File: src/rtl/ip_tx_header_arbiter_pkg.sv
//------------------------------------------------------------------------------
// Module      : ip_tx_pkg
// Description : Shared types for the IP TX header arbiter (header struct, FSM states).
// Revision    : 1.0 - initial release
//------------------------------------------------------------------------------
`default_nettype none

package ip_tx_pkg;

    localparam int IP_HDR_W = 272;

    typedef struct packed {
        logic [47:0] eth_dest_mac;
        logic [47:0] eth_src_mac;
        logic [15:0] eth_type;
        logic [3:0]  version;
        logic [3:0]  ihl;
        logic [5:0]  dscp;
        logic [1:0]  ecn;
        logic [15:0] length;
        logic [15:0] identification;
        logic [2:0]  flags;
        logic [12:0] fragment_offset;
        logic [7:0]  ttl;
        logic [7:0]  protocol;
        logic [15:0] header_checksum;
        logic [31:0] source_ip;
        logic [31:0] dest_ip;
    } ip_hdr_t;

    typedef enum logic [1:0] {
        IDLE    = 2'd0,
        HDR     = 2'd1,
        PAYLOAD = 2'd2,
        DRAIN   = 2'd3
    } arb_state_t;

endpackage

`default_nettype wire

File: src/rtl/ip_tx_header_arbiter_rr_pick.sv
//------------------------------------------------------------------------------
// Module      : rr_pick
// Description : Combinational round-robin picker; searches from last+1 with wrap.
// Revision    : 1.0 - initial release
//------------------------------------------------------------------------------
`default_nettype none

module rr_pick #(
    parameter int N_SRC = 4,
    parameter int IDX_W = $clog2(N_SRC)
) (
    input  logic [N_SRC-1:0] req,
    input  logic [IDX_W-1:0] last,
    output logic             valid,
    output logic [IDX_W-1:0] idx
);

    assign valid = |req;

    // Walk from the farthest candidate to the nearest so the nearest set bit wins.
    always_comb begin
        idx = '0;
        for (int i = N_SRC; i >= 1; i--) begin
            if (req[(int'(last) + i) % N_SRC]) begin
                idx = IDX_W'((int'(last) + i) % N_SRC);
            end
        end
    end

endmodule

`default_nettype wire

File: src/rtl/ip_tx_header_arbiter.sv
//------------------------------------------------------------------------------
// Module      : ip_tx_header_arbiter
// Description : Round-robin share of one IP TX header+payload path among N_SRC
//               requesters. Optional payload stall abort: IP_TX_ARB_TIMEOUT_EN.
// Revision    : 1.0 - initial release
//------------------------------------------------------------------------------
`default_nettype none

module ip_tx_header_arbiter
    import ip_tx_pkg::*;
#(
    parameter int N_SRC          = 4,
    parameter int DATA_W         = 8,
    parameter int TIMEOUT_CYCLES = 1024,
    localparam int IDX_W         = $clog2(N_SRC)
) (
    input  logic                           clk,
    input  logic                           rst_n,
    input  logic [N_SRC-1:0]               in_hdr_valid,
    output logic [N_SRC-1:0]               in_hdr_ready,
    input  ip_hdr_t [N_SRC-1:0]            in_hdr,
    input  logic [N_SRC-1:0][DATA_W-1:0]   in_tdata,
    input  logic [N_SRC-1:0]               in_tvalid,
    output logic [N_SRC-1:0]               in_tready,
    input  logic [N_SRC-1:0]               in_tlast,
    output logic                           out_hdr_valid,
    input  logic                           out_hdr_ready,
    output ip_hdr_t                        out_hdr,
    output logic [DATA_W-1:0]              out_tdata,
    output logic                           out_tvalid,
    input  logic                           out_tready,
    output logic                           out_tlast,
    output logic [IDX_W-1:0]               grant_id,
    output logic                           busy,
    output logic                           timeout_abort
);

    arb_state_t       r_state;
    arb_state_t       w_state_nxt;
    ip_hdr_t          r_out_hdr;
    logic [IDX_W-1:0] r_grant;
    logic [IDX_W-1:0] r_last_grant;
    logic             w_pick_valid;
    logic [IDX_W-1:0] w_pick_idx;
    logic             w_hdr_take;
    logic             w_pkt_done;
    logic             w_beat;

    rr_pick #(
        .N_SRC (N_SRC),
        .IDX_W (IDX_W)
    ) u_rr_pick (
        .req   (in_hdr_valid),
        .last  (r_last_grant),
        .valid (w_pick_valid),
        .idx   (w_pick_idx)
    );

`ifdef IP_TX_ARB_TIMEOUT_EN
    localparam int CNT_W = $clog2(TIMEOUT_CYCLES + 1);
    logic [CNT_W-1:0] r_stall_cnt;
    logic             w_forced;

    assign w_forced = (r_stall_cnt == CNT_W'(TIMEOUT_CYCLES));

    // Counts only stalled PAYLOAD cycles; saturates so the forced beat holds.
    always_ff @(posedge clk) begin
        if (!rst_n || r_state != PAYLOAD) begin
            r_stall_cnt <= '0;
        end else if (w_beat) begin
            r_stall_cnt <= '0;
        end else if (!in_tvalid[r_grant] && !w_forced) begin
            r_stall_cnt <= r_stall_cnt + 1'b1;
        end
    end
`else
    assign timeout_abort = 1'b0;
`endif

    always_ff @(posedge clk) begin
        if (!rst_n) begin
            r_state <= IDLE;
        end else begin
            r_state <= w_state_nxt;
        end
    end

    always_comb begin
        w_state_nxt  = r_state;
        in_hdr_ready = '0;
        in_tready    = '0;
        out_tdata    = '0;
        out_tvalid   = 1'b0;
        out_tlast    = 1'b0;
        w_hdr_take   = 1'b0;
        w_pkt_done   = 1'b0;
        w_beat       = 1'b0;
`ifdef IP_TX_ARB_TIMEOUT_EN
        timeout_abort = 1'b0;
`endif
        case (r_state)
            IDLE: begin
                if (w_pick_valid) begin
                    in_hdr_ready[w_pick_idx] = 1'b1;
                    w_hdr_take               = 1'b1;
                    w_state_nxt              = HDR;
                end
            end
            HDR: begin
                if (out_hdr_ready) begin
                    w_state_nxt = PAYLOAD;
                end
            end
            PAYLOAD: begin
`ifdef IP_TX_ARB_TIMEOUT_EN
                if (w_forced) begin
                    out_tvalid = 1'b1;
                    out_tlast  = 1'b1;
                    if (out_tready) begin
                        timeout_abort = 1'b1;
                        w_state_nxt   = DRAIN;
                    end
                end else
`endif
                begin
                    out_tdata            = in_tdata[r_grant];
                    out_tvalid           = in_tvalid[r_grant];
                    out_tlast            = in_tlast[r_grant];
                    in_tready[r_grant]   = out_tready;
                    w_beat               = in_tvalid[r_grant] && out_tready;
                    if (w_beat && in_tlast[r_grant]) begin
                        w_pkt_done  = 1'b1;
                        w_state_nxt = IDLE;
                    end
                end
            end
`ifdef IP_TX_ARB_TIMEOUT_EN
            DRAIN: begin
                in_tready[r_grant] = 1'b1;
                if (in_tvalid[r_grant] && in_tlast[r_grant]) begin
                    w_pkt_done  = 1'b1;
                    w_state_nxt = IDLE;
                end
            end
`endif
            default: w_state_nxt = IDLE;
        endcase
    end

    always_ff @(posedge clk) begin
        if (!rst_n) begin
            r_out_hdr    <= '0;
            r_grant      <= '0;
            r_last_grant <= IDX_W'(N_SRC - 1);
        end else begin
            if (w_hdr_take) begin
                r_out_hdr <= in_hdr[w_pick_idx];
                r_grant   <= w_pick_idx;
            end
            if (w_pkt_done) begin
                r_last_grant <= r_grant;
            end
        end
    end

    assign out_hdr       = r_out_hdr;
    assign out_hdr_valid = (r_state == HDR);
    assign grant_id      = r_grant;
    assign busy          = (r_state != IDLE);

endmodule

`default_nettype wire

File: config.mk
export PLATFORM = sky130hd
export DESIGN_NAME = ip_tx_header_arbiter
export DESIGN_NICKNAME = d
export VERILOG_FILES = /design/src/rtl/ip_tx_header_arbiter_pkg.sv /design/src/rtl/ip_tx_header_arbiter_rr_pick.sv /design/src/rtl/ip_tx_header_arbiter.sv
export SDC_FILE = /design/constraint.sdc
export NUM_CORES = 1
export LEC_CHECK = 0
export ABC_AREA = 1
export BUFFER_PORTS_ARGS = -buffer_cell sky130_fd_sc_hd__buf_4
export CORE_AREA = 2 2 552 554
export DETAILED_ROUTE_END_ITERATION = 16
export DIE_AREA = 0 0 554 556
export SLEW_MARGIN = 0
export SYNTH_ARGS = -nofsm -noshare
export SYNTH_HDL_FRONTEND = slang
export SYNTH_SLANG_ARGS = --single-unit
File: constraint.sdc
create_clock -name clk -period 2.55 [get_ports clk]
set_input_delay 0.255 -clock clk [delete_from_list [all_inputs] [get_ports clk]]
set_output_delay 0.255 -clock clk [all_outputs]
set_load 0.02 [all_outputs]
==> flow_metrics.tcl <==
set metrics [dict create \
    drt_first_pass_iters 8 \
    slew_headroom_pct 42.4 \
    syn2layout_area_growth_pct 107 \
    totalWireLength_um 293000 \
    tightestPinTransition_ps 864 \
    synth_area_sq_um 24300 \
    setup_ws_ps -128 \
    grt_overflow_total 0 \
    p_sw_share_pct 43.4 \
    numPlacedInstances 10100 \
    dieArea_sq_um 308000 \
    fp.dieH_um 556 \
    path_buf_inv 4 \
    crit_path_end_kind "output pin" \
    initial_core_util_pct 8.06 \
    fin_cells 10800 \
    synthesis.instances 4675 \
    num_io_pins 1431 \
    rsz0062_at_grt "yes" \
    finish.utilization_pct 16.7 \
    hold_depth 7 \
    min_path_type "in -> reg" \
    pwr-share-clk_pct 28.3 \
    num_rows 202 \
    synth_fa_ha_area_share_pct 0 \
    slowest_stage "dfxtp_4" \
    outcome "complete, but fails checks" \
    path_delay_family "simple AND/OR/NAND/NOR gates" \
    cts_tree "done" \
    synthMuxAreaShare_pct 0 \
    path_class "reg -> out" \
    root_buffer "clkbuf_16" \
    via_per_inst 3.77 \
    num_vias 40800 \
    cp-start-kind "register" \
    syn_nets 5811 \
    clk_pin_slew_ps 60 \
    grt_pass1_wl_um 367000 \
    leakagePower_nw 28.4 \
    path_max_fanout 8 \
    hpwlAfterDp_um 248000 \
    clock_path_buffers 3 \
    power_density_nw_per_um2 499 \
    clock_skew_ps 22.1 \
    comb_power_share_pct 49.6 \
    synth_top_family_by_area "simple AND/OR/NAND/NOR gates" \
    final_antenna_net_count 0 \
    htreeDepth 2 \
    r2r_slack_ps 10 \
    cap_violations 0 \
    setup_viol 4 \
    synth_seq_area_share_pct 22.9 \
    vdd_drop_max_uv 420 \
    nFillCells 34800 \
    ys.flop_type "dfxtp_1" \
    reg2reg_from "r_last_grant[0]" \
    port_buffers 1429 \
    drcViolationCount 0 \
    required_ps 2300 \
    whs_endpoint "out_hdr[225]" \
    slowest_delay_ps 420 \
    die_x_um 554 \
    cts.sinks 278 \
    synthSimpleGateAreaFrac_pct 48.0 \
    min_from "in_hdr[1041]" \
    failed_checks "negative setup slack" \
    wl_per_cell_um 27.1 \
    pwr-share-seq_pct 22.0 \
    clkLatencyLatePin_ps 670 \
    synth_compound_area_share_pct 1.02 \
    r2r_end "out_hdr[261]" \
    synth-seq-cells 278 \
    ys_warn_count 0 \
    period_share_pct 105 \
    p_switching_mw 10.9 \
    ys_types 28 \
    nets 7856 \
    synth-edff-count 0 \
    path_common_cell "nand2_4" \
    max_freq_ghz 0.373 \
    finalHoldViolations 0 \
    synth-xor-area-share_pct 0 \
    post-place-ws_ps -176 \
    grt_max_degree 59 \
    finalWeightedCongestion 1.01 \
    drt_iter0_markers 5007 \
    drive_gt1_share_pct 29.4 \
    internal-power_mw 14.2 \
    grt_pass1_vias 37400 \
    async_reset_ff_share_pct 0 \
    crit_chain "inv_8 -> nand2_4 -> nand2_4 -> nand2_2 -> nand2_4 -> nor2_4 -> nand2_4 -> a21oi_4 -> buf_12 -> clkinvlp_4 -> nor2_2 -> buf_6" \
    design.core.area_sq_um 302000 \
    period_minus_slack_ps 2680 \
    worstPathArrival_ps 2420 \
    maxSlewViolCount 0 \
    synth.avg_cell_area_sq_um 5.21 \
    ff2ff_path_depth 15 \
    cts_made_buffers 46 \
    antenna_found_initial 223 \
    grt_util_all_layers_pct 17.9 \
]
==> stage by stage <==
step | hold WS [ps] | power, mW | cell area (sq um) | TNS, ps
floorplan | 404 | 9.99 | 24300 | 0
global placement | 533 | 16.6 | 42100 | -5560
detailed placement | 543 | 16.6 | 42100 | -1820
CTS | 0.259 | 25.0 | 49400 | -3910
global route | 32.8 | 26.2 | 50200 | -2190
finish | 60.4 | 25.1 | 50400 | -285
==> layer usage <==
| layer | share of wire (%) | wire length [um] | global-route usage [%] | up-vias |
|---|---|---|---|---|
| li1 | - | - | - | 18000 |
| met1 | 42 | 123000 | 23.0 | 18900 |
| met2 | 39 | 116000 | 25.7 | 2896 |
| met3 | 14 | 39900 | 8.79 | 724 |
| met4 | 4.6 | 13500 | 6.49 | 188 |
| met5 | 0.42 | 1220 | 0 | - |
==> cell type report <==
type                       count  area (sq um)  share of cell area [%]
clock buffer                  61          1300                    2.58
tap                         3978          4980                    9.88
multi-input combinational   2690         12400                    24.7
antenna                       76           190                   0.378
inverter                    1390          5260                    10.4
timing repair buffer        2314         20300                    40.4
clock inverter                22           288                   0.572
sequential                   278          5580                    11.1
==> what timing repair did <==
| action | in CTS | in global routing |
|---|---|---|
| endpoints found under the hold margin | 220 | 0 |
| resized for setup | 83 | 111 |
| setup buffers | 19 | 18 |
| endpoints found under the setup margin | 61 | 170 |
| hold buffers | 511 | 0 |
| gates cloned | 3 | 5 |
| pin swaps | 15 | 16 |
==> registers in the layout, summed over array words and instances, names as in the netlist <==
name,cells
grant_id,2
r_last_grant,2
r_state,2
out_hdr,272
==> synthesized netlist by cell type (3+ instances only) <==
cell type	instances	share of area, %
a22oi_1	16	0.49
nand3_1	1363	28
nor2_1	284	4.4
inv_1	1381	21
o21ai_0	3	0.062
inv_2	6	0.093
buf_1	23	0.35
buf_2	164	3.4
dfxtp_1	278	23
buf_6	5	0.23
nand2_2	8	0.21
clkbuf_1	79	1.2
buf_4	46	1.4
nand2_1	988	15
a21oi_1	16	0.33
==> power by group through the flow <==
stage | sequential, mW | combinational [mW] | clock, mW
floorplan | 6.18 | 3.82 | 0
global placement | 5.59 | 11.1 | 0
detailed placement | 5.59 | 11.0 | 0
CTS | 5.52 | 12.1 | 7.31
global route | 5.59 | 13.2 | 7.38
finish | 5.54 | 12.5 | 7.11
==> kinds of logic (layout without fill, tap and decap cells) <==
logic type      after synthesis  count (layout)
flops                       278             278
other cells                   1              77
buf+inv                    1707            3787
simple gates               2649            2649
compound gates               40              40
==> worst max path at each step <==
stage                          startpoint              end  cells past startpoint
final                     r_last_grant[0]  in_hdr_ready[2]                     12
after global routing      r_last_grant[0]  in_hdr_ready[2]                     11
after CTS                 r_last_grant[0]  in_hdr_ready[2]                     12
after detailed placement  r_last_grant[0]      out_hdr[18]                     14
after global placement    r_last_grant[0]      out_hdr[18]                     14
after floorplan           r_last_grant[0]  in_hdr_ready[1]                     12
==> layout by cell type, fill, tap and decap left out, drive strengths merged <==
cell type    instances
buf               1796
conb                 1
nor2               285
clkinvlp             6
a22oi               16
bufbuf               2
o22ai                2
dlygate4sd3        511
nand4                1
nor3                 1
and2                 1
dfxtp              278
nand3             1364
bufinv               6
o21ai                4
clkbuf              66
clkinv              11
a21oi               17
o211ai               1
or2                  1
diode               76
inv               1389
nand2              996
==> worst register-to-register path: stages (launching register included) <==
cell and delay [ps]:
dfxtp_4 390, inv_8 100, nand2_1 90, nand3_1 90
nand2_1 60, inv_1 60, nand2_2 90, nand3_4 140
buf_4 150, buf_12 200, buf_4 410, nand3_1 270
nand3_1 210, nand3_1 90, nand2_1 60, inv_1 50
Power figures use the tool's default switching activity.
